$ cat src/rtl/dmem_mmio_bridge.sv
// Data-side bridge: routes core loads/stores to data RAM or MMIO window.
// MMIO window holds a TX byte FIFO, 64-bit cycle counter and halt register.
module dmem_mmio_bridge #(
  parameter logic [31:0] MMIO_BASE = 32'h8000_0000,
  parameter int          TX_DEPTH  = 4
) (
  input  logic        clk,
  input  logic        reset,
  input  logic        read,
  input  logic [31:0] read_address,
  output logic [31:0] DATA_in,
  input  logic        write,
  input  logic [31:0] write_address,
  input  logic [31:0] DATA_out,
  input  logic [1:0]  size,
  output logic        ram_re,
  output logic [31:0] ram_raddr,
  input  logic [31:0] ram_rdata,
  output logic [3:0]  ram_we,
  output logic [31:0] ram_waddr,
  output logic [31:0] ram_wdata,
  output logic        tx_valid,
  output logic [7:0]  tx_data,
  input  logic        tx_ready,
  output logic        halt,
  output logic [31:0] exit_code
);

  localparam int PW = $clog2(TX_DEPTH);
  localparam logic [PW:0] FULL_CNT = (PW+1)'(TX_DEPTH);

  logic        w_mmio;
  logic        r_mmio;
  logic [7:0]  w_off;
  logic [7:0]  r_off;
  logic [3:0]  be;
  logic        mmio_wr;
  logic        push_req;
  logic        push;
  logic        pop;
  logic        full;
  logic        empty;
  logic        ovf;
  logic [31:0] rval;
  logic [63:0] cnt;
  logic [31:0] shadow;
  logic        rd_ram_q;
  logic [31:0] mmio_q;
  logic [PW-1:0] wptr;
  logic [PW-1:0] rptr;
  logic [PW:0]   count;
  logic [7:0]    mem [TX_DEPTH];

  assign w_mmio = write_address >= MMIO_BASE;
  assign r_mmio = read_address >= MMIO_BASE;
  // Low byte of the offset only depends on low address bits.
  assign w_off  = write_address[7:0] - MMIO_BASE[7:0];
  assign r_off  = read_address[7:0] - MMIO_BASE[7:0];

  always_comb begin
    be        = 4'b1111;
    ram_wdata = DATA_out;
    case (size)
      2'b00: begin
        be        = 4'b0001 << write_address[1:0];
        ram_wdata = {4{DATA_out[7:0]}};
      end
      2'b01: begin
        be        = write_address[1] ? 4'b1100 : 4'b0011;
        ram_wdata = {2{DATA_out[15:0]}};
      end
      default: begin
        be        = 4'b1111;
        ram_wdata = DATA_out;
      end
    endcase
  end

  assign ram_we    = (write && !w_mmio && !halt && reset) ? be : 4'b0000;
  assign ram_waddr = {write_address[31:2], 2'b00};
  assign ram_re    = read && !r_mmio && reset;
  assign ram_raddr = {read_address[31:2], 2'b00};

  assign full     = count == FULL_CNT;
  assign empty    = count == '0;
  assign mmio_wr  = write && w_mmio && !halt;
  assign push_req = mmio_wr && (w_off == 8'h00);
  assign push     = push_req && !full;
  assign pop      = !empty && tx_ready;
  assign tx_valid = !empty;
  assign tx_data  = mem[rptr];
  assign DATA_in  = rd_ram_q ? ram_rdata : mmio_q;

  always_comb begin
    rval = '0;
    case (r_off)
      8'h04:   rval = {29'b0, ovf, empty, full};
      8'h08:   rval = cnt[31:0];
      8'h0C:   rval = shadow;
      8'h10:   rval = {31'b0, halt};
      default: rval = '0;
    endcase
  end

  always_ff @(posedge clk or negedge reset) begin
    if (!reset) begin
      cnt       <= '0;
      shadow    <= '0;
      rd_ram_q  <= 1'b0;
      mmio_q    <= '0;
      ovf       <= 1'b0;
      halt      <= 1'b0;
      exit_code <= '0;
      wptr      <= '0;
      rptr      <= '0;
      count     <= '0;
      for (int i = 0; i < TX_DEPTH; i++) mem[i] <= '0;
    end else begin
      cnt <= cnt + 64'd1;
      if (read) begin
        rd_ram_q <= !r_mmio;
        mmio_q   <= r_mmio ? rval : '0;
        if (r_mmio && r_off == 8'h08) shadow <= cnt[63:32];
      end
      if (mmio_wr && w_off == 8'h04) ovf <= 1'b0;
      else if (push_req && full) ovf <= 1'b1;
      if (mmio_wr && w_off == 8'h10) begin
        halt      <= 1'b1;
        exit_code <= DATA_out;
      end
      if (push) begin
        mem[wptr] <= DATA_out[7:0];
        wptr      <= wptr + 1'b1;
      end
      if (pop) rptr <= rptr + 1'b1;
      count <= count + (PW+1)'(push) - (PW+1)'(pop);
    end
  end

endmodule

$ cat config.mk
export PLATFORM = sky130hd
export DESIGN_NAME = dmem_mmio_bridge
export DESIGN_NICKNAME = d
export VERILOG_FILES = /design/src/rtl/dmem_mmio_bridge.sv
export SDC_FILE = /design/constraint.sdc
export NUM_CORES = 1
export LEC_CHECK = 0
export CORE_UTILIZATION = 45
export CTS_CLUSTER_DIAMETER = 30
export DETAILED_ROUTE_END_ITERATION = 12
export DONT_BUFFER_PORTS = 1
export PLACE_DENSITY_LB_ADDON = 0.08
export REMOVE_ABC_BUFFERS = 1
export SLEW_MARGIN = 25
export SYNTH_ARGS = -nofsm -noshare
export SYNTH_HDL_FRONTEND = slang
export SYNTH_SLANG_ARGS = --single-unit
$ cat constraint.sdc
create_clock -name clk -period 6.2 [get_ports clk]
set_input_delay 1.24 -clock clk [delete_from_list [all_inputs] [get_ports clk]]
set_output_delay 1.24 -clock clk [all_outputs]
set_load 0.005 [all_outputs]
# Yosys cells after proc, flatten, opt, wreduce, memory -nomap -nowiden
# Cells that the tools add are included.
[totals] reg_bits=202 output_inout_bits=175 elab_cells=75
[classes] n_addsub=5 order_cmp=5 n_eq_ne=8 shifts=1 n_mux=15 n_bitwise=2 n_reduce_logical=25
[ops] operator="32-bit case mux with 4 select lines" count=1
[ops] operator="64-bit by 1-bit adder with 64-bit output, second input constant" count=1
[ops] operator="32-bit >= comparator, second input constant" count=2
[ops] operator="32-bit 2-to-1 mux" count=2
[ops] operator="32-bit case mux with 2 select lines" count=1
[ops] operator="32-bit bitwise mux" count=1
[ops] operator="8-bit 2-to-1 mux" count=3
[ops] operator="8-bit binary-select mux with 2-bit select" count=1
[ops] operator="8-bit demux with 2-bit select" count=1
[ops] operator="8-bit by 3-bit == test with 1-bit output, second input constant" count=2
[ops] operator="8-bit by 4-bit == test with 1-bit output, second input constant" count=2
[ops] operator="8-bit by 5-bit == test with 1-bit output, second input constant" count=2
[ops] operator="1-bit logical AND" count=15
[ops] operator="8-bit zero test" count=1
[ops] operator="4-bit 2-to-1 mux" count=2
[ops] operator="4-bit case mux with 2 select lines" count=1
[ops] operator="3-bit >= comparator, second input constant" count=2
[ops] operator="2-bit NOT with 3-bit output" count=2
[ops] operator="1-bit zero test" count=5
[ops] operator="2-bit by 1-bit adder with 2-bit output, second input constant" count=2
[ops] operator="1-bit by 2-bit left shift with 4-bit output, first input constant" count=1
[ops] operator="3-bit by 1-bit adder with 3-bit output" count=1
[ops] operator="3-bit == test, second input constant" count=1
[ops] operator="3-bit zero test" count=1
[ops] operator="other kinds (7)" count=8

# Longest topological paths before layout
[logic_depth] depth_word=7 ltp_mapped=9

# Worst setup path after synthesis
# OpenSTA, ideal clock, no wires.
[synth_path] kind="input to output" from="input size[1]" to="output ram_wdata[10]" t_arrival_ns=2.218 required_ns=4.960 setup_slack_ns=2.742 cell_stages=3 path_buffers=1 path_cell_list="clkbuf_1 nor2_1 mux2_2"
[synth_between] elab_chain_len=2 elab_cells_between_ends=3
[synth_lines] item="from (decl)" line_no="15" rtl="input logic [1:0] size,"
[synth_lines] item="2-bit by 1-bit == test with 1-bit output / 2-bit zero test (equally long branches)" line_no="63" rtl="case (size)"
[synth_lines] item="32-bit case mux with 2 select lines *" line_no="63"
[synth_lines] item="to (decl)" line_no="21" rtl="output logic [31:0] ram_wdata,"
# Mark *: on every way between the ends. The rest lies on a longest branch, timed or not.

# Worst setup path after layout
[layout_path] from="input size[0]" to="output ram_wdata[10]"
# The elaborated chain is that of the path after synthesis.

==> flow_metrics.env <==
export IMPL_io_pins=310
export IMPL_cts_sink_count=202
export IMPL_power_leakage_nw=5.499
export IMPL_maxClockFrequency_mhz=278.8
export IMPL_post_synth_top_area_cell="dfrtp_1"
export IMPL_finalHoldViolations=0
export IMPL_cts_repair_resized=0
export IMPL_vias_per_cell=5.593
export IMPL_crit_path_max_fanout=12
export IMPL_finalNetCount=970
export IMPL_buffers_inserted_during_post_cts_setup_optimization=0
export IMPL_final_setup_skew_ps=16.74
export IMPL_placed_cell_count=1056
export IMPL_count_of_nets_left_with_antenna_violations_after_detail_routing=0
export IMPL_failed_checks="design-rule violations"
export IMPL_slew_violations=0
export IMPL_critical_path_startpoint_type="primary input"
export IMPL_placement_setup_worst_slack_ps=2584
export IMPL_power_density_mw_per_mm2=378.5
export IMPL_cts_tree="yes"
export IMPL_final_cells=1148
export IMPL_route_vias_total=6421
export IMPL_maxSlewHeadroom_pct=44.18
export IMPL_drive_above_1_share_pct=25.81
export IMPL_h_tree_depth=2
export IMPL_ys_warn_count=0
export IMPL_drt_drc_violations_left=54
export IMPL_place_congestion=0.7589
export IMPL_synthTopCellsByArea="dfrtp_1 (50%), mux2_2 (12%), buf_4 (5.3%), mux2i_1 (3.9%), xnor2_1 (3.5%)"
export IMPL_avgSynthCellArea_sq_um=11.52
export IMPL_finalSetupViolations=0
export IMPL_nFillCells=1898
export IMPL_fin_tns_setup_ps=0
export IMPL_synthesis_instances=878
export IMPL_worst_path_dominant_cell_family="simple AND/OR/NAND/NOR gates"
export IMPL_grt_setup_unrepaired="false"
export IMPL_design_core_area_sq_mm=0.02196
export IMPL_flow_area_growth_from_synthesis_pct=14.74
export IMPL_critical_path_class="primary input to output port"
export IMPL_antenna_diode_count=0
export IMPL_floorplan_die_height_um=151.9
export IMPL_timing_max_cap_violations=0
export IMPL_arrival_ps=2350
export IMPL_crit_required_ps=4960
export IMPL_yosysUniqueCellTypes=52
export IMPL_wire_per_inst_um=21.95
export IMPL_design_power_total_mw=4.394
export IMPL_grt_ovfl_total=0
export IMPL_timing_critical_path_to_type="output port"
export IMPL_dp_hpwl_mm=17.02
export IMPL_slowest_delay_ps=630
export IMPL_grt_pass1_vias=6767
export IMPL_worst_slack_ps=2613
export IMPL_grt_max_degree=205
export IMPL_fp_dieArea_sq_mm=0.02308
export IMPL_seq_area_frac_synth_pct=49.97
export IMPL_portBuffers=0
export IMPL_number_of_buffers_between_clock_root_and_the_deepest_sink=3
export IMPL_critical_path_n_buffers_inverters=0
export IMPL_die_width_um=151.9
export IMPL_groute_usage_overall_pct=22.24
export IMPL_clk_latency_ps=530
export IMPL_min_path_type="primary input to async pin"
export IMPL_synth_top_area_share_pct=49.97
export IMPL_critical_path_slowest_cell="nor2_1"
export IMPL_cts_clk_slew_worst_paths_ps=40
export IMPL_row_count=54
export IMPL_tightest_slew_ps=834.3
export IMPL_numCtsBuffers=49
export IMPL_final_min_clock_period_ps=3587
export IMPL_grt_antenna_before_repair=0
export IMPL_routed_wirelength_mm=25.19
export IMPL_global_route_wire_length_before_repair_mm=39.62
export IMPL_detail_route_iter0_violations=372
export IMPL_worstPathCellList="nor2_1, mux2_2"
export IMPL_detail_route_first_pass_iterations=8
export IMPL_outcome="complete, but fails checks"
export IMPL_syn_area_sq_mm=0.01012
export IMPL_timing_final_crit_share_pct=57.85
export IMPL_ys_ff_latch=202
export IMPL_worst_ir_drop_vdd_v=0.0002931
export IMPL_root_buffer="clkbuf_16"
export IMPL_initial_utilization_pct=46.07
export IMPL_holdBufCountCts=0
[layout make-up]
| type | count | area, sq um | share of cell area, % |
|---|---|---|---|
| clock buffers | 65 | 1389 | 11.97 |
| well taps | 280 | 350.3 | 3.018 |
| clock inverters | 27 | 461.7 | 3.978 |
| repair buffers | 2 | 15.01 | 0.1294 |
| inverters | 46 | 172.7 | 1.488 |
| multi-input cells | 526 | 4160 | 35.84 |
| flip-flops and latches | 202 | 5059 | 43.58 |
[per-stage QoR]
stage	instance area, sq um	hold WS (ps)	util [%]
2_1_floorplan	9388	437.8	-
3_3_place_gp	9754	458.0	44.42
3_5_place_dp	9754	458.3	44.42
4_1_cts	11600	398.4	52.85
5_1_grt	11610	390.4	52.86
6_report	11610	415.6	52.86
[metal layers]
metal  up-vias  part of all wire [%]  GRT usage (%)
met5         -                  0.73          6.004
met4         6                   3.6          9.329
met3        75                    10          11.58
met2       294                    46          34.63
met1      3157                    39          25.16
li1       2889                     -              -
[synth_stat cells, drive strengths merged]
cell / n
a22oi: 2
and2: 3
mux4: 8
nand3: 17
and4: 5
inv: 46
mux2: 112
nor4: 13
conb: 1
or2: 1
o21ai: 44
xnor2: 41
nor2b: 3
nand2: 74
or4: 1
o22ai: 31
nor3b: 2
mux2i: 39
o21bai: 1
nor4b: 1
xor2: 27
and3: 11
buf: 88
nand2b: 4
clkbuf: 19
a21oi: 8
nor3: 5
or3b: 1
nand4: 30
dfrtp: 202
nor2: 25
or3: 1
o32ai: 1
ha: 7
nand3b: 3
fa: 1
[cell families after synthesis]
family	count (synthesis)	synth area share [%]
xor+xnor	68	5.887
flops	202	49.97
simple gates	200	11.05
fa+ha+maj	8	1.064
mux	159	18.18
compound gates	87	4.799
other cells	1	0.03707
buf+inv	153	9.017
[cells in the final DEF, fill, tap and decap left out, types with 8 or more instances in the layout]
cell	count
dfrtp_1	201
mux2_2	108
nand2_1	70
clkbuf_16	51
inv_1	46
o21ai_0	44
xnor2_1	41
mux2i_1	39
o22ai_1	31
nand4_1	28
xor2_1	27
nor2_1	25
nand3_1	15
bufinv_16	12
nor4_1	9
and3_1	9
mux4_2	8
a21oi_1	8
clkbuf_1	8
[registers in the layout, summed over array words and instances, names as in the netlist, 2 cells and up]
| register | cells |
|---|---|
| cnt | 64 |
| count | 3 |
| exit_code | 32 |
| mem | 32 |
| mmio_q | 32 |
| rptr | 2 |
| shadow | 32 |
| wptr | 2 |
[worst paths after layout]
| path | start | to | slack [ps] | cells after the start |
|---|---|---|---|---|
| max in group asynchronous | reset | rd_ram_q | 5430 | 0 |
| min in group clk | cnt[63] | cnt[63] | 460 | 1 |
| min | reset | halt | 420 | 0 |
| min reg2reg | cnt[63] | cnt[63] | 460 | 1 |
| max reg2reg | cnt[1] | cnt[56] | 3680 | 6 |
| max | size[0] | ram_wdata[10] | 2610 | 2 |
[power breakdown]
| part | total [mW] | leakage (nW) | switching [mW] | internal, mW |
|---|---|---|---|---|
| clock | 2.84 | 0.899 | 0.777 | 2.06 |
| sequential | 1.41 | 2.78 | 0.0614 | 1.35 |
| combinational | 0.144 | 1.82 | 0.0598 | 0.0844 |
| total | 4.39 | 5.50 | 0.898 | 3.50 |
Note: power is estimated with default switching activity, not from simulation.
